`src/rtl/mux4_rr_arbiter_pkg.sv`:
```
// Shared types and constants for the four-way round-robin MUX_4 arbiter.
package mux4_rr_arbiter_pkg;

    localparam int NUM_REQ = 4;
    localparam int SEL_W   = 2;

    typedef enum logic {
        IDLE  = 1'b0,
        GRANT = 1'b1
    } arb_state_e;

    function automatic logic [NUM_REQ-1:0] idx_to_onehot(input logic [SEL_W-1:0] idx);
        return NUM_REQ'(1) << idx;
    endfunction

endpackage

```
`src/rtl/mux4_rr_arbiter_if.sv`:
```
// Handshake bundle between the requesters, the shared consumer and the arbiter.
interface mux4_rr_arbiter_if;
    import mux4_rr_arbiter_pkg::*;

    logic [NUM_REQ-1:0] req;
    logic               ready;
    logic [NUM_REQ-1:0] gnt;
    logic [SEL_W-1:0]   sel;
    logic               out_valid;
    logic               fire;
    logic               busy;

    // master is the arbiter side; slave is the producer/consumer side.
    modport master (
        input  req,
        input  ready,
        output gnt,
        output sel,
        output out_valid,
        output fire,
        output busy
    );

    modport slave (
        output req,
        output ready,
        input  gnt,
        input  sel,
        input  out_valid,
        input  fire,
        input  busy
    );

endinterface

```
`src/rtl/mux4_rr_arbiter_rr_pick4.sv`:
```
// Rotating-priority search: first set candidate bit at ptr, ptr+1, ptr+2, ptr+3 (mod 4).
module rr_pick4
    import mux4_rr_arbiter_pkg::*;
(
    input  logic [NUM_REQ-1:0] cand_i,
    input  logic [SEL_W-1:0]   ptr_i,
    output logic               found_o,
    output logic [SEL_W-1:0]   idx_o
);

    logic [SEL_W-1:0] probe;

    // Walk from lowest priority to highest so the last hit is the winner.
    always_comb begin
        found_o = 1'b0;
        idx_o   = '0;
        probe   = '0;
        for (int k = NUM_REQ - 1; k >= 0; k--) begin
            probe = ptr_i + SEL_W'(k);
            if (cand_i[probe]) begin
                found_o = 1'b1;
                idx_o   = probe;
            end
        end
    end

endmodule

```
`src/rtl/mux4_rr_arbiter.sv`:
```
// Round-robin arbiter driving the registered Sel/grant of a shared MUX_4 datapath,
// with a burst cap that only bites when another requester is waiting.
//
//   state | meaning
//   ------+---------------------------------------------------------------
//   IDLE  | no owner; gnt=0, sel=0, busy=0; any request is granted next edge
//   GRANT | owner sel_q holds the mux; released on req drop or burst cap
module mux4_rr_arbiter
    import mux4_rr_arbiter_pkg::*;
#(
    parameter int MAX_BURST = 4,
    parameter int CNT_W     = 8
) (
    input  logic                clk,
    input  logic                reset,
    mux4_rr_arbiter_if.master   bus
);

    if (MAX_BURST < 1 || MAX_BURST > 255 || MAX_BURST > ((1 << CNT_W) - 1)) begin : g_bad_param
        $error("mux4_rr_arbiter: MAX_BURST out of range or does not fit in CNT_W");
    end

    localparam logic [CNT_W-1:0] MAX_CNT = CNT_W'(MAX_BURST);

    arb_state_e         state_q, state_d;
    logic [NUM_REQ-1:0] gnt_q, gnt_d;
    logic [SEL_W-1:0]   sel_q, sel_d;
    logic               busy_q, busy_d;
    logic [SEL_W-1:0]   ptr_q, ptr_d;
    logic [CNT_W-1:0]   beat_cnt_q, beat_cnt_d;

    logic [NUM_REQ-1:0] pick_cand;
    logic [SEL_W-1:0]   pick_ptr;
    logic               pick_found;
    logic [SEL_W-1:0]   pick_idx;

    logic               out_valid;
    logic               fire;
    logic [CNT_W-1:0]   cnt_inc;
    logic               cap_hit;
    logic               others_wait;
    logic               release_a;
    logic               release_b;
    logic [SEL_W-1:0]   after_owner;

    assign out_valid   = |(gnt_q & bus.req);
    assign fire        = out_valid & bus.ready;
    assign cnt_inc     = beat_cnt_q + CNT_W'(1);
    assign cap_hit     = fire && (cnt_inc == MAX_CNT);
    assign others_wait = |(bus.req & ~gnt_q);
    assign release_a   = ~bus.req[sel_q];
    assign release_b   = cap_hit & others_wait;
    assign after_owner = sel_q + SEL_W'(1);

    // One search engine serves both the idle pick and the hand-over pick.
    rr_pick4 u_pick (
        .cand_i  (pick_cand),
        .ptr_i   (pick_ptr),
        .found_o (pick_found),
        .idx_o   (pick_idx)
    );

    always_comb begin
        state_d    = state_q;
        gnt_d      = gnt_q;
        sel_d      = sel_q;
        busy_d     = busy_q;
        ptr_d      = ptr_q;
        beat_cnt_d = beat_cnt_q;
        pick_cand  = bus.req;
        pick_ptr   = ptr_q;

        case (state_q)
            IDLE: begin
                if (pick_found) begin
                    state_d    = GRANT;
                    gnt_d      = idx_to_onehot(pick_idx);
                    sel_d      = pick_idx;
                    busy_d     = 1'b1;
                    beat_cnt_d = '0;
                end
            end

            GRANT: begin
                // The owner is masked out so a release never re-grants it directly.
                pick_cand = bus.req & ~gnt_q;
                pick_ptr  = after_owner;
                if (release_a || release_b) begin
                    ptr_d      = after_owner;
                    beat_cnt_d = '0;
                    if (pick_found) begin
                        gnt_d = idx_to_onehot(pick_idx);
                        sel_d = pick_idx;
                    end else begin
                        state_d = IDLE;
                        gnt_d   = '0;
                        sel_d   = '0;
                        busy_d  = 1'b0;
                    end
                end else if (fire) begin
                    beat_cnt_d = cap_hit ? '0 : cnt_inc;
                end
            end

            default: begin
                state_d    = IDLE;
                gnt_d      = '0;
                sel_d      = '0;
                busy_d     = 1'b0;
                beat_cnt_d = '0;
            end
        endcase
    end

    always_ff @(posedge clk) begin
        if (reset) begin
            state_q    <= IDLE;
            gnt_q      <= '0;
            sel_q      <= '0;
            busy_q     <= 1'b0;
            ptr_q      <= '0;
            beat_cnt_q <= '0;
        end else begin
            state_q    <= state_d;
            gnt_q      <= gnt_d;
            sel_q      <= sel_d;
            busy_q     <= busy_d;
            ptr_q      <= ptr_d;
            beat_cnt_q <= beat_cnt_d;
        end
    end

    assign bus.gnt       = gnt_q;
    assign bus.sel       = sel_q;
    assign bus.busy      = busy_q;
    assign bus.out_valid = out_valid;
    assign bus.fire      = fire;

endmodule

```
`src/flat_wrapper.sv`:
```
// flat-port wrapper written by rule: the top's interface ports become plain ports
module mux4_rr_arbiter_flat import mux4_rr_arbiter_pkg::*;
#(
    parameter int MAX_BURST = 4,
    parameter int CNT_W     = 8
)
  (clk, reset, bus_req, bus_ready, bus_gnt, bus_sel, bus_out_valid, bus_fire, bus_busy);
  mux4_rr_arbiter_if bus_i ();
  input  logic clk;
  input  logic reset;
  input wire logic [$bits(bus_i.req)-1:0] bus_req;
  input wire logic [$bits(bus_i.ready)-1:0] bus_ready;
  output wire logic [$bits(bus_i.gnt)-1:0] bus_gnt;
  output wire logic [$bits(bus_i.sel)-1:0] bus_sel;
  output wire logic [$bits(bus_i.out_valid)-1:0] bus_out_valid;
  output wire logic [$bits(bus_i.fire)-1:0] bus_fire;
  output wire logic [$bits(bus_i.busy)-1:0] bus_busy;
  assign bus_i.req = bus_req;
  assign bus_i.ready = bus_ready;
  assign bus_gnt = bus_i.gnt;
  assign bus_sel = bus_i.sel;
  assign bus_out_valid = bus_i.out_valid;
  assign bus_fire = bus_i.fire;
  assign bus_busy = bus_i.busy;
  mux4_rr_arbiter #(.MAX_BURST(MAX_BURST), .CNT_W(CNT_W)) u_core (.clk(clk), .reset(reset), .bus(bus_i));
endmodule
```
`config.mk`:
```
export PLATFORM = sky130hd
export DESIGN_NAME = mux4_rr_arbiter_flat
export DESIGN_NICKNAME = d
export VERILOG_FILES = /design/src/rtl/mux4_rr_arbiter_pkg.sv /design/src/rtl/mux4_rr_arbiter_if.sv /design/src/rtl/mux4_rr_arbiter_rr_pick4.sv /design/src/rtl/mux4_rr_arbiter.sv /design/src/flat_wrapper.sv
export SDC_FILE = /design/constraint.sdc
export NUM_CORES = 1
export LEC_CHECK = 0
export BUFFER_PORTS_ARGS = -buffer_cell sky130_fd_sc_hd__buf_2
export CAP_MARGIN = 20
export CORE_MARGIN = 1.5
export CORE_UTILIZATION = 40
export DETAILED_ROUTE_END_ITERATION = 8
export HOLD_SLACK_MARGIN = 0.12
export PLACE_DENSITY = 0.7
export SLEW_MARGIN = 20
export SYNTH_ARGS = -nofsm -noshare
export SYNTH_HDL_FRONTEND = slang
export SYNTH_SLANG_ARGS = --single-unit
```
`constraint.sdc`:
```
create_clock -name clk -period 2.53 [get_ports clk]
set_input_delay 0.506 -clock clk [delete_from_list [all_inputs] [get_ports clk]]
set_output_delay 0.506 -clock clk [all_outputs]
set_load 0.005 [all_outputs]
```
==> impl_metrics.tcl <==
set metrics [dict create \
    synthArstFlopShare_pct 0 \
    grt_max_degree 14 \
    ys_seq_area_share_pct 27.64 \
    insertion_delay_ns 0.28 \
    final-setup-viol-count 0 \
    area_growth_pct 10.27 \
    multi_input_area_um2 860.8 \
    htree_levels 1 \
    place_area_um2 1415 \
    synthesis.instances 159 \
    diodes 0 \
    grt_pass1_wl_mm 5.306 \
    place.gp.congestion 1.008 \
    worst_setup_path_end_kind "register" \
    syn_area_um2 1304 \
    ctsResizeCount 0 \
    synth_nets 167 \
    drtAntennaViolNets 0 \
    port_buffers 15 \
    num-fill-cells 302 \
    worst_slack_ns 0.4068 \
    synth_edf_count 0 \
    finalCriticalPeriod_ns 2.123 \
    path_class "reg -> reg" \
    preCtsSetupSlack_ns 0.2967 \
    drtIter0Drc 86 \
    max_freq_mhz 471.0 \
    ff_latch_area_um2 360.3 \
    startpoint_type "register" \
    finalHoldViolations 0 \
    powerDensity_nw_per_um2 473.7 \
    syn_avg_cell_area_um2 8.200 \
    core-area_um2 3078 \
    cts-root-buf "clkbuf_4" \
    slew_headroom_pct 66.89 \
    clk_pin_slew_ns 0.10 \
    fin_util_pct 46.71 \
    floorplan.initialDensity_pct 42.36 \
    drv_cap 0 \
    dr.pass1.iters 4 \
    outcome "completed" \
    drc 0 \
    worstPathRequired_ns 2.70 \
    routed_wl_mm 3.273 \
    cts_buffer_depth 2 \
    rsz0062_at_grt "false" \
    numClockSinks 18 \
    rows 20 \
    slew_violations 0 \
    synth_warnings 0 \
    yosys_register_bits 18 \
    p_leak_nw 0.5330 \
    vias 1314 \
    hp-class "reg -> reg" \
    die_x_um 60.09 \
    grt_pass1_vias 1124 \
    cp.arrival_ns 2.29 \
    numCtsBuffers 3 \
    die_h_um 60.09 \
    grt_antenna_before_repair 0 \
    layout_commonest_cell "dfxtp_1" \
    final_cell_area_um2 1438 \
    crit_fanout 11 \
    drive_gt1_share_pct 21.26 \
    tightest_slew_ns 0.4949 \
    grt_usage_pct 19.13 \
    clock_skew_ns 0.001652 \
    setup_tns_ns 0 \
    gr-total-overflow 0 \
    ys_types 53 \
    place_hpwl_mm 2.429 \
    mostFrequentLayoutCells "dfxtp_1, nor2_1, buf_2" \
    ir_worst_vdd_mv 0.3070 \
    post_cts_buffers 0 \
    fin_hold_ws_ns 0.5063 \
    io_pins 16 \
    wl_per_cell_um 15.01 \
    vias_per_cell 6.028 \
    cts_hold_repair.buffers 0 \
    post-route-period-util_pct 83.92 \
    nets 184 \
    die-area_um2 3611 \
    ys.flop_type "dfxtp_1" \
    cts_tree "done" \
]
[worst paths after layout]
kind / from / endpoint / slack, ns / cells after the start
setup / recovery: u_core.beat_cnt_q[0] / u_core.ptr_q[1] / 0.41 / 6
hold / removal: u_core.bus.busy / u_core.bus.busy / 0.51 / 2
setup reg to reg: u_core.beat_cnt_q[0] / u_core.ptr_q[1] / 0.41 / 6
hold reg to reg: u_core.bus.busy / u_core.bus.busy / 0.51 / 2
[routing by layer]
metal / track usage (%) / part of all wire (%) / up-vias
li1: - / - / 642
met1: 28.93 / 46 / 609
met2: 27.48 / 46 / 55
met3: 3.463 / 6.3 / 8
met4: 5.079 / 1.5 / 0
met5: 0 / 0 / -
[report_power, final]
part | switching [mW] | internal (mW) | leakage (nW)
combinational | 0.116 | 0.0937 | 0.372
sequential | 0.0300 | 0.303 | 0.147
clock | 0.0833 | 0.0552 | 0.0138
total | 0.229 | 0.452 | 0.533
[cell usage after synthesis (all sizes together), types with 3 or more instances]
| cell | n | share of area [%] |
|---|---|---|
| a211oi | 4 | 2.3 |
| a21boi | 4 | 2.3 |
| a21oi | 10 | 3.8 |
| a22oi | 4 | 2.3 |
| a311oi | 3 | 2.0 |
| a31oi | 5 | 2.4 |
| and2b | 4 | 2.6 |
| and3 | 3 | 1.5 |
| buf | 5 | 2.7 |
| dfxtp | 18 | 28 |
| inv | 9 | 2.6 |
| mux2 | 3 | 2.6 |
| nand2 | 8 | 2.3 |
| nand2b | 4 | 1.9 |
| nand3 | 8 | 3.1 |
| nor2 | 15 | 4.3 |
| o211ai | 3 | 1.7 |
| o21ai | 8 | 3.9 |
| o32ai | 6 | 4.0 |
[flip-flops by register name, summed over array words and instances (netlist names)]
signal	flops
u_core.bus.sel	2
u_core.state_q	1
u_core.bus.gnt	4
u_core.ptr_q	2
u_core.bus.busy	1
u_core.beat_cnt_q	8
[cells by family (layout without fill, tap and decap cells)]
logic type / Yosys count / in the layout / share of synthesized area, %
xor gates and xnor gates: 2 / 2 / 1.344
and+or+nand+nor: 58 / 58 / 24.28
adders and majority gates: 1 / 1 / 0.9595
buffers and inverters: 16 / 31 / 6.333
muxes: 4 / 4 / 4.318
DFF: 18 / 18 / 27.64
AOI/OAI and AO/OA: 60 / 60 / 35.13
[metrics by stage]
step / power (mW) / instances
3_3_place_gp: 0.5433 / 215
4_1_cts: 0.6873 / 218
5_1_grt: 0.7271 / 218
2_1_floorplan: 0.4775 / 159
3_5_place_dp: 0.5443 / 215
6_report: 0.6809 / 218
[cell type report]
| type | instances | area share [%] |
|---|---|---|
| Clock buffer | 3 | 1.567 |
| Inverter | 9 | 2.350 |
| Multi-Input combinational cell | 125 | 59.88 |
| Sequential cell | 18 | 25.07 |
| Tap cell | 44 | 3.829 |
| Timing Repair Buffer | 19 | 7.311 |
[critical path, stage by stage, from the launching register on]
cell      delay, ns
dfxtp_1        0.42
ha_1           0.27
and3_2         0.23
nand4_1        0.12
a311o_1        0.55
o21ai_0        0.29
a311oi_1       0.13
Power figures use the tool's default switching activity.
